===== src/rtl/imem_ctrl.sv =====
// imem_ctrl: instruction memory controller.
//
// After reset the controller owns the memory port in LOAD mode and writes
// incoming boot words into consecutive memory words. The load ends on the
// word marked boot_last, or when the memory is full. The controller then
// enters RUN mode. In RUN mode it serves core fetches with one cycle of
// registered latency, and it faults misaligned fetches and fetches beyond
// the loaded image.
//
// Ports:
//   clk, rstn                         clock, async active-low reset
//   boot_valid/boot_data/boot_last    boot word stream in
//   boot_ready                        boot word accepted (LOAD only)
//   reload                            pulse: return from RUN to LOAD
//   fetch_req/fetch_addr              core fetch request (byte address)
//   fetch_valid/fetch_instr/fetch_err fetch response, registered
//   core_run                          image loaded, core may run
//   load_count                        number of words loaded
//   mem_en/mem_we/mem_addr/mem_wdata  memory port (combinational)
//   mem_rdata                         memory read data (combinational)
//
// state | meaning
// ------+---------------------------------------------------------
// LOAD  | memory owned by the boot stream, core held off
// RUN   | image loaded, serving core fetches

module imem_ctrl #(
    parameter int DATA_WIDTH   = 32,
    parameter int MEM_CAPACITY = 10,
    parameter int CNT_WIDTH    = 8
) (
    input  logic                  clk,
    input  logic                  rstn,
    input  logic                  boot_valid,
    input  logic [DATA_WIDTH-1:0] boot_data,
    input  logic                  boot_last,
    output logic                  boot_ready,
    input  logic                  reload,
    input  logic                  fetch_req,
    input  logic [DATA_WIDTH-1:0] fetch_addr,
    output logic                  fetch_valid,
    output logic [DATA_WIDTH-1:0] fetch_instr,
    output logic                  fetch_err,
    output logic                  core_run,
    output logic [CNT_WIDTH-1:0]  load_count,
    output logic                  mem_en,
    output logic                  mem_we,
    output logic [DATA_WIDTH-1:0] mem_addr,
    output logic [DATA_WIDTH-1:0] mem_wdata,
    input  logic [DATA_WIDTH-1:0] mem_rdata
);

    typedef enum logic {
        LOAD = 1'b0,
        RUN  = 1'b1
    } state_t;

    localparam logic [DATA_WIDTH-1:0] NOP_INSTR = DATA_WIDTH'(32'h0000_0013);
    localparam logic [CNT_WIDTH-1:0]  LAST_IDX  = CNT_WIDTH'(MEM_CAPACITY - 1);

    state_t                 state, state_nxt;
    logic [CNT_WIDTH-1:0]   wptr, wptr_nxt;
    logic [CNT_WIDTH-1:0]   load_count_nxt;
    logic [DATA_WIDTH-1:0]  fetch_idx;
    logic                   fetch_fault;
    logic                   fetch_take;

    assign fetch_idx   = fetch_addr >> 2;
    assign fetch_fault = (fetch_addr[1:0] != 2'b00) ||
                         (fetch_idx >= DATA_WIDTH'(load_count));
    // A fetch in the same cycle as reload is dropped: the image is about to be replaced.
    assign fetch_take  = (state == RUN) && fetch_req && !reload;

    always_comb begin
        state_nxt      = state;
        wptr_nxt       = wptr;
        load_count_nxt = load_count;
        mem_en         = 1'b0;
        mem_we         = 1'b0;
        mem_addr       = '0;
        mem_wdata      = '0;
        case (state)
            LOAD: begin
                mem_en    = 1'b1;
                mem_we    = boot_valid;
                mem_addr  = DATA_WIDTH'(wptr);
                mem_wdata = boot_data;
                // boot_ready is always high in LOAD, so boot_valid alone is the accept.
                if (boot_valid) begin
                    wptr_nxt       = wptr + 1'b1;
                    load_count_nxt = wptr + 1'b1;
                    if (boot_last || (wptr == LAST_IDX)) begin
                        state_nxt = RUN;
                    end
                end
            end
            RUN: begin
                mem_en   = fetch_req;
                mem_addr = fetch_idx;
                if (reload) begin
                    state_nxt      = LOAD;
                    wptr_nxt       = '0;
                    load_count_nxt = '0;
                end
            end
            default: begin
                state_nxt = LOAD;
            end
        endcase
    end

    always_ff @(posedge clk or negedge rstn) begin
        if (!rstn) begin
            state       <= LOAD;
            wptr        <= '0;
            load_count  <= '0;
            boot_ready  <= 1'b1;
            core_run    <= 1'b0;
            fetch_valid <= 1'b0;
            fetch_instr <= '0;
            fetch_err   <= 1'b0;
        end else begin
            state       <= state_nxt;
            wptr        <= wptr_nxt;
            load_count  <= load_count_nxt;
            boot_ready  <= (state_nxt == LOAD);
            core_run    <= (state_nxt == RUN);
            fetch_valid <= fetch_take;
            if (fetch_take) begin
                fetch_err   <= fetch_fault;
                fetch_instr <= fetch_fault ? NOP_INSTR : mem_rdata;
            end
        end
    end

endmodule

===== config.mk =====
export PLATFORM = sky130hd
export DESIGN_NAME = imem_ctrl
export DESIGN_NICKNAME = d
export VERILOG_FILES = /design/src/rtl/imem_ctrl.sv
export SDC_FILE = /design/constraint.sdc
export NUM_CORES = 1
export LEC_CHECK = 0
export ABC_CLOCK_PERIOD_IN_PS = 4100
export CAP_MARGIN = 40
export CORE_UTILIZATION = 35
export CTS_BUF_LIST = sky130_fd_sc_hd__clkbuf_16
export CTS_CLUSTER_DIAMETER = 30
export DETAILED_ROUTE_END_ITERATION = 16
export PLACE_DENSITY = 0.93
export SYNTH_ARGS = -nofsm -noshare
export SYNTH_HDL_FRONTEND = slang
export SYNTH_SLANG_ARGS = --single-unit

===== constraint.sdc =====
create_clock -name clk -period 4.1 [get_ports clk]
set_input_delay 1.025 -clock clk [delete_from_list [all_inputs] [get_ports clk]]
set_output_delay 1.025 -clock clk [all_outputs]
set_load 0.01 [all_outputs]

=== Word-level counts from Yosys, hierarchy flattened ===
Index checks and enable logic that the tools add are counted.
Widths: inputs -> output; s select.

* Output and inout port bits: 110
* Flip-flop bits (word level): 44
* Input bits: 102
* Word-level logic and storage cells: 32

* Equality and inequality tests: 3
* $lt $le $gt $ge: 1
* Multiplexer cells: 12
* Reductions and logical operators: 7
* Bitwise logic cells: 2
* $add $sub $neg: 1

{| class="wikitable"
|+ Operators with widths
! kind !! number
|-
| $mux 32 || 2
|-
| $pmux 32 s2 || 1
|-
| $ge 30x8->1 || 1
|-
| $mux 8 || 2
|-
| $pmux 8 s2 || 1
|-
| $add 8x1->8 const B || 1
|-
| $eq 8x4->1 const B || 1
|-
| $mux 1 || 4
|-
| $ne 2x2->1 const B || 2
|-
| $pmux 1 s2 || 2
|-
| $logic_and 1x1->1 || 2
|-
| $logic_or 1x1->1 || 2
|-
| $not 1->1 || 2
|-
| $reduce_and 2->1 || 1
|-
| $reduce_bool 2->1 || 1
|-
| $logic_not 1->1 || 1
|}

=== Longest topological paths before layout ===
* Depth after elaboration: 6
* Mapped depth: 7
* Mapped depth without buffers: 6

=== Least setup slack after synthesis ===
Ideal clock, no wire load.

* Path kind: input to register
* Start point: input fetch_addr[9]
* End point: register fetch_instr[23]
* Setup slack: 1.726 ns
* Required time: 3.978 ns
* Library setup time: 0.122 ns
* Buffers on the path: 1
* Arrival time: 2.252 ns
* Stages on the path: 6
* Path through: ha_1 -> nand2_1 -> or2_0 -> o221a_4 -> buf_6 -> a32o_1

* Longest elaborated chain between the ends: 3

{| class="wikitable"
|+ RTL lines
! what !! RTL line !! text
|-
| start: declaration || 40 || <nowiki>input logic [DATA_WIDTH-1:0] fetch_addr,</nowiki>
|-
| $ge 30x8->1 || 70 || <nowiki>(fetch_idx >= DATA_WIDTH'(load_count));</nowiki>
|-
| $logic_or 1x1->1 || 69 || <nowiki>assign fetch_fault = (fetch_addr[1:0] != 2'b00) ||</nowiki>
|-
| $mux 32 || 131 || <nowiki>fetch_instr <= fetch_fault ? NOP_INSTR : mem_rdata;</nowiki>
|-
| end signal: assignment || 131 ||
|-
| end: declaration || 42 || <nowiki>output logic [DATA_WIDTH-1:0] fetch_instr,</nowiki>
|}

No other way between the ends.
A chain may end at the register's enable or synchronous reset.

=== Final worst setup path ===
* Start point: input boot_valid
* End point: output mem_we

* Longest elaborated chain between the ends: 1

{| class="wikitable"
|+ RTL lines
! what !! RTL line !! text
|-
| start: declaration || 34 || <nowiki>input logic boot_valid,</nowiki>
|-
| $mux 1 || 82 || <nowiki>case (state)</nowiki>
|-
| end: declaration || 47 || <nowiki>output logic mem_we,</nowiki>
|}

No other way between the ends.

==> flow_metrics.env <==
export IMPL_status="finished, final reports clean"
export IMPL_period_share_pct=82.3
export IMPL_synth_edf_count=0
export IMPL_antenna_left=0
export IMPL_clk_pin_slew_ns=0.06
export IMPL_io_buffers=209
export IMPL_rows=30
export IMPL_antenna_found_initial=0
export IMPL_finalWirelength_mm=8.86
export IMPL_finalNonFillerCells=546
export IMPL_drt_initial_drc_count=97
export IMPL_worstHoldPathType="reg2reg"
export IMPL_htree_levels=2
export IMPL_end_kind="primary output"
export IMPL_core_area_sq_um=6870
export IMPL_fp_dieW_um=86.6
export IMPL_cp_slowest_stage_delay_ns=0.56
export IMPL_grtUsageTotal_pct=23.6
export IMPL_num_nets_final=561
export IMPL_grt_pass1_vias=2776
export IMPL_diodes=0
export IMPL_drc=0
export IMPL_peakVddDrop_mv=0.179
export IMPL_cellLeakagePower_uw=0.00195
export IMPL_crit_fanout=5
export IMPL_slew_headroom_pct=58.5
export IMPL_crit_buf_inv=3
export IMPL_fin_crit_ns=3.37
export IMPL_ys_async_sr_fraction_pct=100
export IMPL_netlist_instances=249
export IMPL_timing_fmax_mhz=296
export IMPL_grt_pass1_wl_mm=13.7
export IMPL_pin_count=212
export IMPL_holdWs_ns=0.489
export IMPL_clockBufferDepth=2
export IMPL_final_util_pct=70.4
export IMPL_crit_chain="clkdlybuf4s50_1, nand2b_1, inv_1, clkdlybuf4s50_1"
export IMPL_cpMostUsedCell="clkdlybuf4s50_1"
export IMPL_cts_tree="done"
export IMPL_finalHoldViolations=0
export IMPL_finalSetupViolCount=0
export IMPL_ys_types=37
export IMPL_ys_ff_latch=44
export IMPL_die_area_sq_um=7500
export IMPL_drv_cap=0
export IMPL_synthToLayoutAreaGrowth_pct=92.9
export IMPL_syn_cell_area_sq_um=2510
export IMPL_cts_inserted_buffers=5
export IMPL_postCtsSetupBuffers=0
export IMPL_grt_ovfl_total=0
export IMPL_drive_gt1_share_pct=4.44
export IMPL_crit_arrival_ns=2.35
export IMPL_start_util_pct=36.5
export IMPL_cts_hold_buf=0
export IMPL_via_count=2744
export IMPL_root_buffer="clkbuf_16"
export IMPL_syn_avg_cell_area_sq_um=10.1
export IMPL_clk_latency_ns=0.28
export IMPL_critPathSlowestCell="clkdlybuf4s50_1"
export IMPL_clock_sinks=44
export IMPL_drt_pass1_iterations=4
export IMPL_dieHeight_um=86.6
export IMPL_crit_type="in2out"
export IMPL_rsz0062_at_grt="false"
export IMPL_routed_via_density=5.03
export IMPL_yosys_warnings=0
export IMPL_tns_ns=0
export IMPL_power_density_nw_per_um2=286
export IMPL_grt_max_degree=47
export IMPL_finalClockSkew_ns=0.00348
export IMPL_worst_slew_pin_slew_ns=0.623
export IMPL_seq_area_frac_synth_pct=44.0
export IMPL_drv_slew=0
export IMPL_synth_ff_type="dfrtp_1"
export IMPL_dp_cells=538
export IMPL_dpl_hpwl_mm=7.14
export IMPL_routabilityCongestion=0.954
export IMPL_cp_start_kind="primary input"
export IMPL_cts_resized=0
export IMPL_wl_per_cell_um=16.2
export IMPL_cp_required_ns=3.07
export IMPL_cp_top_family="buffers and inverters"
==> worst paths after layout <==
| check | start | endpoint | slack (ns) | cells past startpoint |
|---|---|---|---|---|
| setup / recovery | boot_valid | mem_we | 0.73 | 4 |
| hold / removal | fetch_instr[13] | fetch_instr[13] | 0.49 | 1 |
| setup reg to reg | state | fetch_instr[2] | 1.76 | 4 |
| hold reg to reg | fetch_instr[13] | fetch_instr[13] | 0.49 | 1 |
| max in group asynchronous | rstn | boot_ready | 2.84 | 2 |
| min in group asynchronous | rstn | fetch_instr[26] | 0.70 | 1 |
==> sequential cells by signal, indices dropped and copies added, names as in the netlist <==
register / cells
fetch_instr: 32
wptr: 8
state: 1
fetch_err: 1
boot_ready: 1
fetch_valid: 1
==> synth_stat cells (2+ instances only) <==
library cell  instances  area, sq um
a21oi_1               6         30.0
a31oi_1               4         25.0
a32o_1               29          290
and2_1               22          138
buf_2                 5         25.0
buf_4                 2         15.0
buf_6                 3         33.8
clkbuf_1             10         37.5
dfrtp_1              43         1080
ha_1                 10          125
inv_1                16         60.1
mux2i_1               2         20.0
nand2_1              12         45.0
nand2b_1              3         18.8
nand3_1               3         15.0
nand4_1               4         25.0
nor2_1                6         22.5
nor2b_1              32          200
nor4_1                5         31.3
o21ai_0              12         60.1
xnor2_1               4         35.0
==> metrics by stage <==
stage / instance area [sq um] / total power (uW) / setup slack [ns]
after floorplan: 2510 / 637 / 1.73
after global placement: 4630 / 926 / 0.776
after detailed placement: 4660 / 938 / 0.764
after CTS: 4830 / 1390 / 0.754
after global routing: 4830 / 1450 / 0.693
final: 4830 / 1380 / 0.727
==> routing by layer <==
metal | global-route usage (%) | share of wire [%] | up-vias
met5 | 0 | 0 | -
met4 | 5.76 | 1.5 | 0
met2 | 40.9 | 49 | 157
li1 | - | - | 1286
met1 | 28.3 | 41 | 1286
met3 | 7.62 | 8.5 | 15
==> cells by family after synthesis <==
| logic type | after synthesis | share of synthesized area (%) |
|---|---|---|
| AND/OR/NAND/NOR | 95 | 23.2 |
| AO/OA/AOI/OAI | 56 | 18.2 |
| flip-flops | 44 | 44.0 |
| buffers and inverters | 36 | 6.84 |
| adder cells (fa/ha/maj) | 10 | 4.99 |
| XOR/XNOR | 4 | 1.40 |
| multiplexers | 3 | 1.25 |
| other | 1 | 0.150 |
==> cells in the final DEF, fill, tap and decap left out, types with 6 or more instances in the layout <==
cell / synthesis / final
a21oi_1: 6 / 6
nor2b_1: 32 / 32
o21ai_0: 12 / 12
inv_1: 16 / 16
clkdlybuf4s50_1: 0 / 208
nor2_1: 6 / 6
a32o_1: 29 / 29
and2_1: 22 / 22
ha_1: 10 / 10
nand2_1: 12 / 12
dfrtp_1: 43 / 42
==> report_power, final <==
| part | internal, uW | total (uW) | switching, uW |
|---|---|---|---|
| Sequential | 450 | 482 | 32.0 |
| Combinational | 271 | 450 | 180 |
| Clock | 289 | 451 | 162 |
| Total | 1010 | 1380 | 374 |
==> area by class of cell <==
class                           count  area, sq um
Clock buffer                        5          125
Clock inverter                      3         46.3
Fill cell                         496         2040
Inverter                           16         60.1
Multi-Input combinational cell    170         1240
Sequential cell                    44         1100
Tap cell                           96          120
Timing Repair Buffer              212         2140
Power figures use the tool's default switching activity.
